## src/rtl/zbus_pkg.sv

```systemverilog
// Shared zbus definitions: arbitration modes, ownership state and a
// constant-evaluable clog2 for sizing port index fields.
package zbus_pkg;

  localparam int MODE_FIXED = 0;
  localparam int MODE_RR    = 1;

  typedef enum logic {
    IDLE  = 1'b0,
    OWNED = 1'b1
  } zbus_state_e;

  function automatic int clog2(input int value);
    int r;
    r = 0;
    while ((1 << r) < value) begin
      r = r + 1;
    end
    return r;
  endfunction

endpackage

```

## src/rtl/zbus_arb_pick.sv

```systemverilog
// Combinational winner select over a request vector, either by a priority
// table (slot 0 highest) or round robin starting at a base pointer.
module zbus_arb_pick import zbus_pkg::*; #(
  parameter int BN   = 4,
  parameter int BNL  = clog2(BN),
  parameter int MODE = MODE_FIXED
) (
  input  logic [BN-1:0]     i_req,
  input  logic [BNL-1:0]    i_base,
  input  logic [BNL*BN-1:0] i_prio,
  output logic [BN-1:0]     o_gnt,
  output logic [BNL-1:0]    o_idx,
  output logic              o_any
);

  logic [BNL-1:0] w_cand;

  // Scan candidates in priority order; the first requesting one wins.
  always_comb begin
    w_cand = '0;
    o_idx  = '0;
    o_any  = 1'b0;
    for (int k = 0; k < BN; k++) begin
      if (MODE == MODE_FIXED) begin
        w_cand = i_prio[k*BNL +: BNL];
      end else begin
        w_cand = BNL'((int'(i_base) + k) % BN);
      end
      if (i_req[w_cand] && !o_any) begin
        o_idx = w_cand;
        o_any = 1'b1;
      end else begin
        o_idx = o_idx;
        o_any = o_any;
      end
    end
    if (o_any) begin
      o_gnt = BN'(1) << o_idx;
    end else begin
      o_gnt = '0;
    end
  end

endmodule

```

## src/rtl/zbus_arb.sv

```systemverilog
// N-to-1 zbus arbiter/mux with lock-based ownership, fixed-priority or
// round-robin selection, and an optional registered output slot.
module zbus_arb import zbus_pkg::*; #(
  parameter int BW   = 32,
  parameter int BN   = 4,
  parameter int BNL  = clog2(BN),
  parameter int MODE = MODE_FIXED,
  parameter int REG  = 0
) (
  input  logic              clk,
  input  logic              rst,
  input  logic [BN-1:0]     zi_vld,
  input  logic [BN-1:0]     zi_lck,
  input  logic [BW*BN-1:0]  zi_bus,
  output logic [BN-1:0]     zi_ack,
  output logic              zo_vld,
  output logic              zo_lck,
  output logic [BW-1:0]     zo_bus,
  input  logic              zo_ack,
  input  logic [BNL*BN-1:0] prio,
  output logic [BNL-1:0]    owner
);

  zbus_state_e    r_state;
  zbus_state_e    w_state_nxt;
  logic [BNL-1:0] r_own_idx;
  logic [BNL-1:0] r_rr_ptr;
  logic           r_full;
  logic           r_slot_lck;
  logic [BW-1:0]  r_slot_bus;

  logic [BN-1:0]  w_pick_gnt;
  logic [BNL-1:0] w_pick_idx;
  logic           w_pick_any;
  logic [BN-1:0]  w_gnt_oh;
  logic [BNL-1:0] w_g;
  logic [BNL-1:0] w_rr_nxt;
  logic           w_gnt_vld;
  logic           w_g_vld;
  logic           w_g_lck;
  logic [BW-1:0]  w_g_bus;
  logic           w_hs_ack;
  logic           w_xfer;

  zbus_arb_pick #(
    .BN   (BN),
    .BNL  (BNL),
    .MODE (MODE)
  ) u_pick (
    .i_req  (zi_vld),
    .i_base (r_rr_ptr),
    .i_prio (prio),
    .o_gnt  (w_pick_gnt),
    .o_idx  (w_pick_idx),
    .o_any  (w_pick_any)
  );

  // While owned the owner is granted even with vld low, so a lock can be
  // released without a transfer.
  always_comb begin
    w_gnt_vld = (r_state == OWNED) || w_pick_any;
    if (r_state == OWNED) begin
      w_g      = r_own_idx;
      w_gnt_oh = BN'(1) << r_own_idx;
    end else begin
      w_g      = w_pick_idx;
      w_gnt_oh = w_pick_gnt;
    end
    w_g_vld = w_gnt_vld & zi_vld[w_g];
    w_g_lck = w_gnt_vld & zi_lck[w_g];
    if (w_gnt_vld) begin
      w_g_bus = zi_bus[w_g*BW +: BW];
    end else begin
      w_g_bus = '0;
    end
    if (REG != 0) begin
      w_hs_ack = w_g_vld & (~r_full | zo_ack);
    end else begin
      w_hs_ack = w_gnt_vld & zo_ack;
    end
    w_xfer = w_g_vld & w_hs_ack;
    if (w_hs_ack) begin
      zi_ack = w_gnt_oh;
    end else begin
      zi_ack = '0;
    end
    if (w_g == BNL'(BN - 1)) begin
      w_rr_nxt = '0;
    end else begin
      w_rr_nxt = w_g + BNL'(1);
    end
  end

  always_comb begin
    w_state_nxt = r_state;
    case (r_state)
      IDLE: begin
        if (w_g_vld && (!w_hs_ack || w_g_lck)) begin
          w_state_nxt = OWNED;
        end else begin
          w_state_nxt = IDLE;
        end
      end
      OWNED: begin
        if ((w_g_vld && w_hs_ack && !w_g_lck) || (!w_g_vld && !w_g_lck)) begin
          w_state_nxt = IDLE;
        end else begin
          w_state_nxt = OWNED;
        end
      end
      default: w_state_nxt = IDLE;
    endcase
  end

  always_ff @(posedge clk) begin
    if (rst) begin
      r_state    <= IDLE;
      r_own_idx  <= '0;
      r_rr_ptr   <= '0;
      r_full     <= 1'b0;
      r_slot_lck <= 1'b0;
      r_slot_bus <= '0;
    end else begin
      r_state <= w_state_nxt;
      if (w_gnt_vld) begin
        r_own_idx <= w_g;
      end
      // Lock chains move the pointer only on their final, unlocked beat.
      if (w_xfer && !w_g_lck) begin
        r_rr_ptr <= w_rr_nxt;
      end
      if (w_xfer) begin
        r_full     <= 1'b1;
        r_slot_lck <= w_g_lck;
        r_slot_bus <= w_g_bus;
      end else if (zo_ack) begin
        r_full <= 1'b0;
      end
    end
  end

  always_comb begin
    if (REG != 0) begin
      zo_vld = r_full;
      zo_lck = r_slot_lck;
      zo_bus = r_slot_bus;
    end else begin
      zo_vld = w_g_vld;
      zo_lck = w_g_lck;
      zo_bus = w_g_bus;
    end
  end

  assign owner = r_own_idx;

endmodule

```

## config.mk

```make
export PLATFORM = sky130hd
export DESIGN_NAME = zbus_arb
export DESIGN_NICKNAME = d
export VERILOG_FILES = /design/src/rtl/zbus_pkg.sv /design/src/rtl/zbus_arb_pick.sv /design/src/rtl/zbus_arb.sv
export SDC_FILE = /design/constraint.sdc
export NUM_CORES = 1
export LEC_CHECK = 0
export BUFFER_PORTS_ARGS = -buffer_cell sky130_fd_sc_hd__buf_2
export CORE_AREA = 2 2 73 75
export CTS_BUF_LIST = sky130_fd_sc_hd__clkbuf_4 sky130_fd_sc_hd__clkbuf_8 sky130_fd_sc_hd__clkbuf_16
export DETAILED_ROUTE_END_ITERATION = 8
export DIE_AREA = 0 0 75 77
export PLACE_DENSITY = 0.92
export SETUP_SLACK_MARGIN = 0.2
export SLEW_MARGIN = 25
export SYNTH_ARGS = -nofsm -noshare
export SYNTH_HDL_FRONTEND = slang
export SYNTH_HIERARCHICAL = 1
export SYNTH_SLANG_ARGS = --single-unit
```

## constraint.sdc

```tcl
create_clock -name clk -period 4.2 [get_ports clk]
set_input_delay 0 -clock clk [delete_from_list [all_inputs] [get_ports clk]]
set_output_delay 0 -clock clk [all_outputs]
set_load 0.02 [all_outputs]
```

==> out/metrics.cfg, run 1 <==
[floorplan]
rows=26
die_y_um=77
core_um2=4980
dieWidth_um=75
io_pins=187
dieArea_um2=5780
start_util=0.323

[layout]
fin_cells=422
nNetsFinal=500
drive_above_1_share=0.616
diodes=0
area_delta_synth_final_pct=62.7

[setup_path]
cp.arrival_ns=3.10
cp-end-kind=output pin
slowest_delay_ns=0.64
r2r-end=r_state
cp-start-kind=input pin
r2r_slack_ns=1.85
slowest_stage=mux4_1
cp_cell_sequence=buf_2 -> mux4_1 -> nor2_2 -> o21ai_0 -> a32o_2 -> nor2b_1 -> a21oi_4 -> nand2_1 -> o22ai_1 -> buf_2
cp_common_cell=buf_2
timing.rr.start=r_state
required_ns=4.20
reg2regPathDepth=6
worst-setup-path-type=input pin to output pin
crit_fanout=20

[cts]
clk_latency_ns=0.22
cts-root-buf=clkbuf_8
cts_buffers=3
clkSlewWorstSetupHoldPaths_ns=0.03
htreeDepth=1
cts.sinks=3
tritoncts=done
postCtsSetupBuffers=0
cts.path.max_buffers=2

[power]
leakagePower_nw=1.39
powerDensity_nw_per_um2=410
irDropWorstVdd_v=0.000224

[sta]
rsz0062_at_grt=no
relSlewSlack=0.554
tightest_slew_ns=0.668
fin_crit_ns=3.10
setup-tns-final_ns=0
finalClockSkew_ns=0.00212
final_max_slew_viol_count=0
fmax_mhz=322
period_share=0.739
hold_viol=0
setup_viol=0

[detailed_routing]
firstDrtPassIters=4
first_iter_violations=103
drtAntennaViolNets=0
totalWireLength_um=5960
drt-met1-wl_um=2110
wl_met2_um=3150
vias=2230
top_layer_used=met4
post_drt_wl_per_cell_um=14.1
viasPerCell=5.28
drc=0
wl_met3_um=643

[grt]
grt_max_degree=33
antenna_found_initial=0
grt_pass1_wl_um=8670
grt_overflow=0
grt_pass1_vias=1997
grt_util_all_layers=0.187

[logic_synthesis]
yosysWarnings=6
syn_area_um2=1610
syn-instance-count=174
synth_nets=321
syn_avg_cell_area_um2=9.23

[placement]
place_hpwl_um=5050
io_buffer_count=186
dp_cells=417
gp_congestion=0.882

[run]
maxCapViolCount=0

[worst_hold_path]
hp-class=input pin to register
hold_path.startpoint=zo_ack
holdPathStages=3
min_to=r_state

[status]
status=finished clean

==> what timing repair did <==
action | 4_1_cts | 5_1_grt
hold endpoints to repair | 3 | 0
gates resized for setup | 0 | 0
hold buffers | 1 | 0
==> worst max-delay path by stage <==
stage                 start          to  slack [ns]  cells after the start
floorplan           prio[4]   zo_bus[0]        1.82                      9
global placement    prio[0]  zo_bus[29]        1.16                     10
detailed placement  prio[0]  zo_bus[29]        1.06                     10
CTS                 prio[0]  zo_bus[29]        1.04                     10
global route        prio[0]   zo_bus[0]        0.82                     10
finish              prio[0]  zo_bus[29]        1.10                     10
==> state kept, by name (all words and copies together), names as in the netlist <==
signal   flops
owner        2
r_state      1
==> final cells by class <==
class | count | area, um2
clock buffer | 4 | 48.8
tap | 70 | 87.6
timing repair buffer | 190 | 963
inverter | 3 | 11.3
sequential | 3 | 60.1
multi-input combinational | 152 | 1440
fill | 474 | 2370
==> critical path: cells and delay by family <==
family | cells | cell delay [ns]
AO/OA/AOI/OAI | 4 | 1.19
buffers and inverters | 2 | 0.32
AND/OR/NAND/NOR | 3 | 0.94
multiplexers | 1 | 0.64
==> through the flow <==
step / utilization / worst slack [ns] / hold slack, ns / cell area [um2] / power (mW)
floorplan: - / 1.82 / 0.0728 / 1610 / 0.736
global placement: 0.513 / 1.16 / 0.198 / 2550 / 0.964
detailed placement: 0.513 / 1.06 / 0.209 / 2550 / 0.981
CTS: 0.525 / 1.04 / 0.111 / 2610 / 1.08
global route: 0.525 / 0.824 / 0.141 / 2610 / 1.15
finish: 0.525 / 1.10 / 0.114 / 2610 / 1.07
==> cells in the final DEF, fill, tap and decap left out, types with 2 or more instances in the layout <==
| master | count |
|---|---|
| mux2_2 | 2 |
| mux2i_1 | 44 |
| nor2b_1 | 6 |
| mux2i_4 | 2 |
| nor3b_1 | 2 |
| mux4_2 | 15 |
| and2_1 | 16 |
| nand2_1 | 3 |
| or2_1 | 2 |
| a211oi_1 | 3 |
| buf_2 | 186 |
| nor2_1 | 6 |
| inv_1 | 3 |
| buf_4 | 3 |
| clkbuf_8 | 3 |
| a32oi_1 | 4 |
| nor3_1 | 2 |
| dfxtp_1 | 3 |
| a22oi_1 | 2 |
| o21ai_0 | 3 |
| o22ai_1 | 21 |
| nand2b_1 | 5 |
==> routing by layer <==
metal  vias up  global-route usage
met2       158               0.369
met1      1016               0.201
met3        10              0.0223
met4         0              0.0411
met5         -                   0
li1       1046                   -
==> power by group <==
part	switching, mW	total [mW]	internal, mW
combinational	0.504	0.919	0.414
clock	0.0198	0.0910	0.0712
sequential	0.0251	0.0606	0.0355
(Power assumes the default switching activity.)
==> inputs of run 2 (changes only) <==
clock period = 2.95 ns   (was 4.2 ns; I/O delays follow)
==> run 2 against run 1 <==
  * Utilization rose by 1.8 points
  * Combinational power rose by 52%
  * Flip-flop and latch count did not move
  * Routed wire length rose by 6.3%
  * Highest routed layer unchanged
==> out/metrics.cfg, run 2 (same netlist as run 1, synthesis figures left out) <==
[floorplan]
core_um2=4980
dieWidth_um=75
die_y_um=77
rows=26
io_pins=187
start_util=0.323
dieArea_um2=5780

[detailed_routing]
post_drt_wl_per_cell_um=14.9
drtAntennaViolNets=0
totalWireLength_um=6340
vias=2222
drc=0
first_iter_violations=77
viasPerCell=5.22
firstDrtPassIters=4

[layout]
fin_cells=426
drive_above_1_share=0.624
multiInputGateArea_um2=1440
layout_commonest_cell=buf_2
largest_reg_flops=2
n_fill_cell=457
nNetsFinal=504
final_cell_mix=186 x buf_2, 44 x mux2i_1, 21 x o22ai_1
register_area_um2=60.1
diodes=0
design_area_um2=2700
area_delta_synth_final_pct=68.2

[sta]
fin_crit_ns=2.57
fmax_mhz=389
finalClockSkew_ns=0.00133
period_share=0.872
rsz0062_at_grt=no
tightest_slew_ns=0.627
setup_viol=0
setup-tns-final_ns=0
final_max_slew_viol_count=0
relSlewSlack=0.582
worst_hold_slack_ns=0.102
hold_viol=0

[setup_path]
crit_fanout=12
cp-start-kind=input pin
cp.arrival_ns=2.57
worst-setup-path-type=input pin to output pin
required_ns=2.95
cp_cell_sequence=buf_2 -> mux4_2 -> nor3b_1 -> o21ai_1 -> o211ai_1 -> inv_1 -> mux2i_4 -> buf_12 -> mux4_2 -> and2_1 -> buf_2
cp-end-kind=output pin
slowest_stage=mux4_2
slowest_delay_ns=0.53

[cts]
cts.path.max_buffers=2
clk_latency_ns=0.22
clkSlewWorstSetupHoldPaths_ns=0.03
tritoncts=done
cts.sinks=3
postCtsSetupBuffers=0
cts-root-buf=clkbuf_8
htreeDepth=1
cts_buffers=3

[power]
leakagePower_nw=1.43
powerDensity_nw_per_um2=600
irDropWorstVdd_v=0.000282
total_power_mw=1.62

[placement]
dp_cells=420
io_buffer_count=186
gp_congestion=0.857
place_hpwl_um=5230
dpl_cell_area_um2=2610

[grt]
antenna_found_initial=0
grt_pass1_wl_um=9220
grt_max_degree=34
grt_util_all_layers=0.198
grt_overflow=0
grt_pass1_vias=2113

[run]
maxCapViolCount=0

[worst_hold_path]
hp-class=input pin to register

[status]
status=finished clean

-- run 2: changes by cell type in the layout (fill, tap and decap cells not counted) --
| cell | previous run | this run |
|---|---|---|
| buf_12 | 0 | 2 |
| buf_16 | 0 | 1 |
| clkbuf_16 | 0 | 1 |
| mux4_1 | 1 | 0 |
| mux4_2 | 15 | 16 |
-- run 2: final timing paths --
path         startpoint    endpoint  slack (ns)  depth (start not counted)
max           zi_vld[3]  zo_bus[28]        0.38                         11
min              zo_ack     r_state        0.10                          3
max reg2reg     r_state     r_state        0.81                          6
min reg2reg    owner[0]    owner[0]        0.63                          2
-- run 2: critical path: cells and delay by family --
family / cells / cell delay (ns)
simple gates: 2 / 0.42
mux: 3 / 1.28
compound gates: 2 / 0.22
buf+inv: 4 / 0.65
-- run 2: repair_timing --
action	CTS	global route
resized for setup	0	2
hold endpoints to repair	3	0
hold buffers	1	0
setup endpoints to repair	0	19
-- run 2: metrics by stage --
stage,utilization,worst slack (ns)
after floorplan,-,0.567
after global placement,0.525,0.458
after detailed placement,0.525,0.338
after CTS,0.537,0.331
after global routing,0.542,0.206
final,0.542,0.377
-- run 2: area by class of cell --
type,instances,area share
timing repair buffer,194,0.391
multi-input combinational,152,0.532
inverter,3,0.00417
clock buffer,4,0.0181
tap,70,0.0324
sequential,3,0.0222
-- run 2: report_power, final --
group          total [mW]  internal, mW  switching, mW  leakage (nW)
sequential         0.0863        0.0506         0.0358        0.0249
clock               0.130         0.101         0.0290        0.0262
combinational        1.40         0.660          0.743          1.38
total                1.62         0.812          0.808          1.43
-- run 2: per-layer routing --
layer	part of all wire	up-vias	global-route usage
met4	0.0062	0	0.0429
met5	0	-	0
met1	0.37	1020	0.214
met3	0.084	7	0.0263
li1	-	1055	-
met2	0.53	140	0.387
==> inputs of run 3 (changes only) <==
CORE_AREA = default   (was 2 2 73 75)
CORE_ASPECT_RATIO = 1.25   (was default)
CORE_UTILIZATION = 32   (was default)
DIE_AREA = default   (was 0 0 75 77)
PLACE_DENSITY = 0.9   (was 0.92)
clock period = 2.2 ns   (was 2.95 ns; I/O delays follow)
==> run 3 against run 2 <==
  * The flow now finishes with violations (negative setup slack)
  * Worst hold slack improved by 0.031 ns
  * Critical endpoint is now zo_bus[1]
  * Clock-buffer cell count is the same
  * Cell count grew 9.9%
  * Highest routed layer unchanged
==> out/metrics.cfg, run 3 (same netlist as run 1, synthesis figures left out) <==
[detailed_routing]
drtAntennaViolNets=0
totalWireLength_um=10800
firstDrtPassIters=4
drc=0
vias=2757
first_iter_violations=95
post_drt_wl_per_cell_um=23.0
viasPerCell=5.89

[sta]
fin_ws_ns=-0.346
period_share=1.16
fin_crit_ns=2.55
hold_viol=0
final_max_slew_viol_count=0
setup_viol=37
rsz0062_at_grt=yes
setup-tns-final_ns=-9.81
relSlewSlack=0.699
tightest_slew_ns=0.447
finalClockSkew_ns=0.00310
fmax_mhz=393

[cts]
tritoncts=done
clkSlewWorstSetupHoldPaths_ns=0.03
cts_buffers=3
htreeDepth=1
cts-root-buf=clkbuf_8
cts.path.max_buffers=2
cts.sinks=3
clk_latency_ns=0.23

[power]
powerDensity_nw_per_um2=943
irDropWorstVdd_v=0.000703
leakagePower_nw=1.89
total_power_mw=4.11

[worst_hold_path]
holdPathStages=3
hp-class=input pin to register
hold_path.startpoint=zo_ack
min_to=r_state

[layout]
nNetsFinal=556
drive_above_1_share=0.885
design_area_um2=4360
layout_commonest_cell=buf_2
diodes=0
largest_reg_flops=2
final_cell_mix=150 x buf_2, 42 x buf_6, 38 x mux2i_4
n_fill_cell=189
area_delta_synth_final_pct=172
fin_cells=468

[placement]
dp_cells=435
io_buffer_count=186
dpl_cell_area_um2=3140
place_hpwl_um=5750
gp_congestion=0.840

[status]
status=finished with violations
violations=negative setup slack

[setup_path]
crit_fanout=7
reg2regPathDepth=9
cp-end-kind=output pin
cp.arrival_ns=2.55
timing.rr.start=r_state
cp-start-kind=input pin
r2r-end=r_state
r2r_slack_ns=0.34
required_ns=2.20
worst-setup-path-type=input pin to output pin

[floorplan]
start_util=0.337
io_pins=187
rows=28
core_um2=4760
dieWidth_um=65.4
dieArea_um2=5310
die_y_um=81.2

[grt]
grt_util_all_layers=0.297
grt_pass1_vias=2540
antenna_found_initial=0
grt_max_degree=19
grt_overflow=0
grt_pass1_wl_um=11900

[run]
maxCapViolCount=0

## run 3: per-stage QoR
step | utilization | setup slack [ns] | hold slack [ns]
final | 0.915 | -0.346 | 0.133
after global routing | 0.915 | -0.466 | 0.149
after floorplan | - | 0.0616 | 0.0728
after CTS | 0.817 | -0.196 | 0.114
after global placement | 0.659 | -0.186 | 0.217
after detailed placement | 0.659 | -0.225 | 0.222
## run 3: timing repair
item,CTS,global route
setup endpoints to repair,35,41
hold endpoints to repair,2,0
gates resized for setup,104,81
hold buffers,1,0
buffers inserted,17,5
gates cloned,4,2
pin swaps,11,12
## run 3: layout make-up
class	count	area [um2]	area share
inverters	3	11.3	0.00258
repair buffers	246	1860	0.426
well taps	60	75.1	0.0172
multi-input cells	152	2310	0.529
flip-flops and latches	3	60.1	0.0138
clock buffers	4	48.8	0.0112
## run 3: worst max-delay path by stage
stage | startpoint | end | slack (ns) | cells past startpoint
floorplan | prio[4] | zo_bus[11] | 0.06 | 9
global placement | zi_vld[3] | zo_bus[24] | -0.19 | 12
detailed placement | zi_vld[3] | r_state | -0.22 | 12
CTS | zi_vld[3] | zo_bus[27] | -0.20 | 11
global route | prio[0] | zo_bus[1] | -0.47 | 13
finish | zi_vld[3] | zo_bus[1] | -0.35 | 13
## run 3: where the power goes
group | switching, mW | total (mW) | internal, mW
sequential | 0.0280 | 0.0957 | 0.0678
clock | 0.0490 | 0.186 | 0.137
combinational | 1.71 | 3.83 | 2.12
total | 1.79 | 4.11 | 2.32
## run 3: worst max-delay path, cell delays in order
cell and delay, ns:
buf_8 0.11, mux4_2 0.55, nor2_1 0.12, o21ai_1 0.08
o211ai_1 0.24, inv_1 0.14, mux2i_4 0.27, buf_6 0.19
buf_4 0.14, buf_16 0.14, mux2i_2 0.27, o22ai_4 0.11
buf_2 0.18
## run 3: per-layer routing
metal | GRT usage | wire (um) | vias up
met5 | 0 | 0 | -
met3 | 0.0421 | 809 | 83
met4 | 0.157 | 848 | 0
li1 | - | - | 1168
met2 | 0.601 | 5850 | 218
met1 | 0.280 | 3260 | 1288
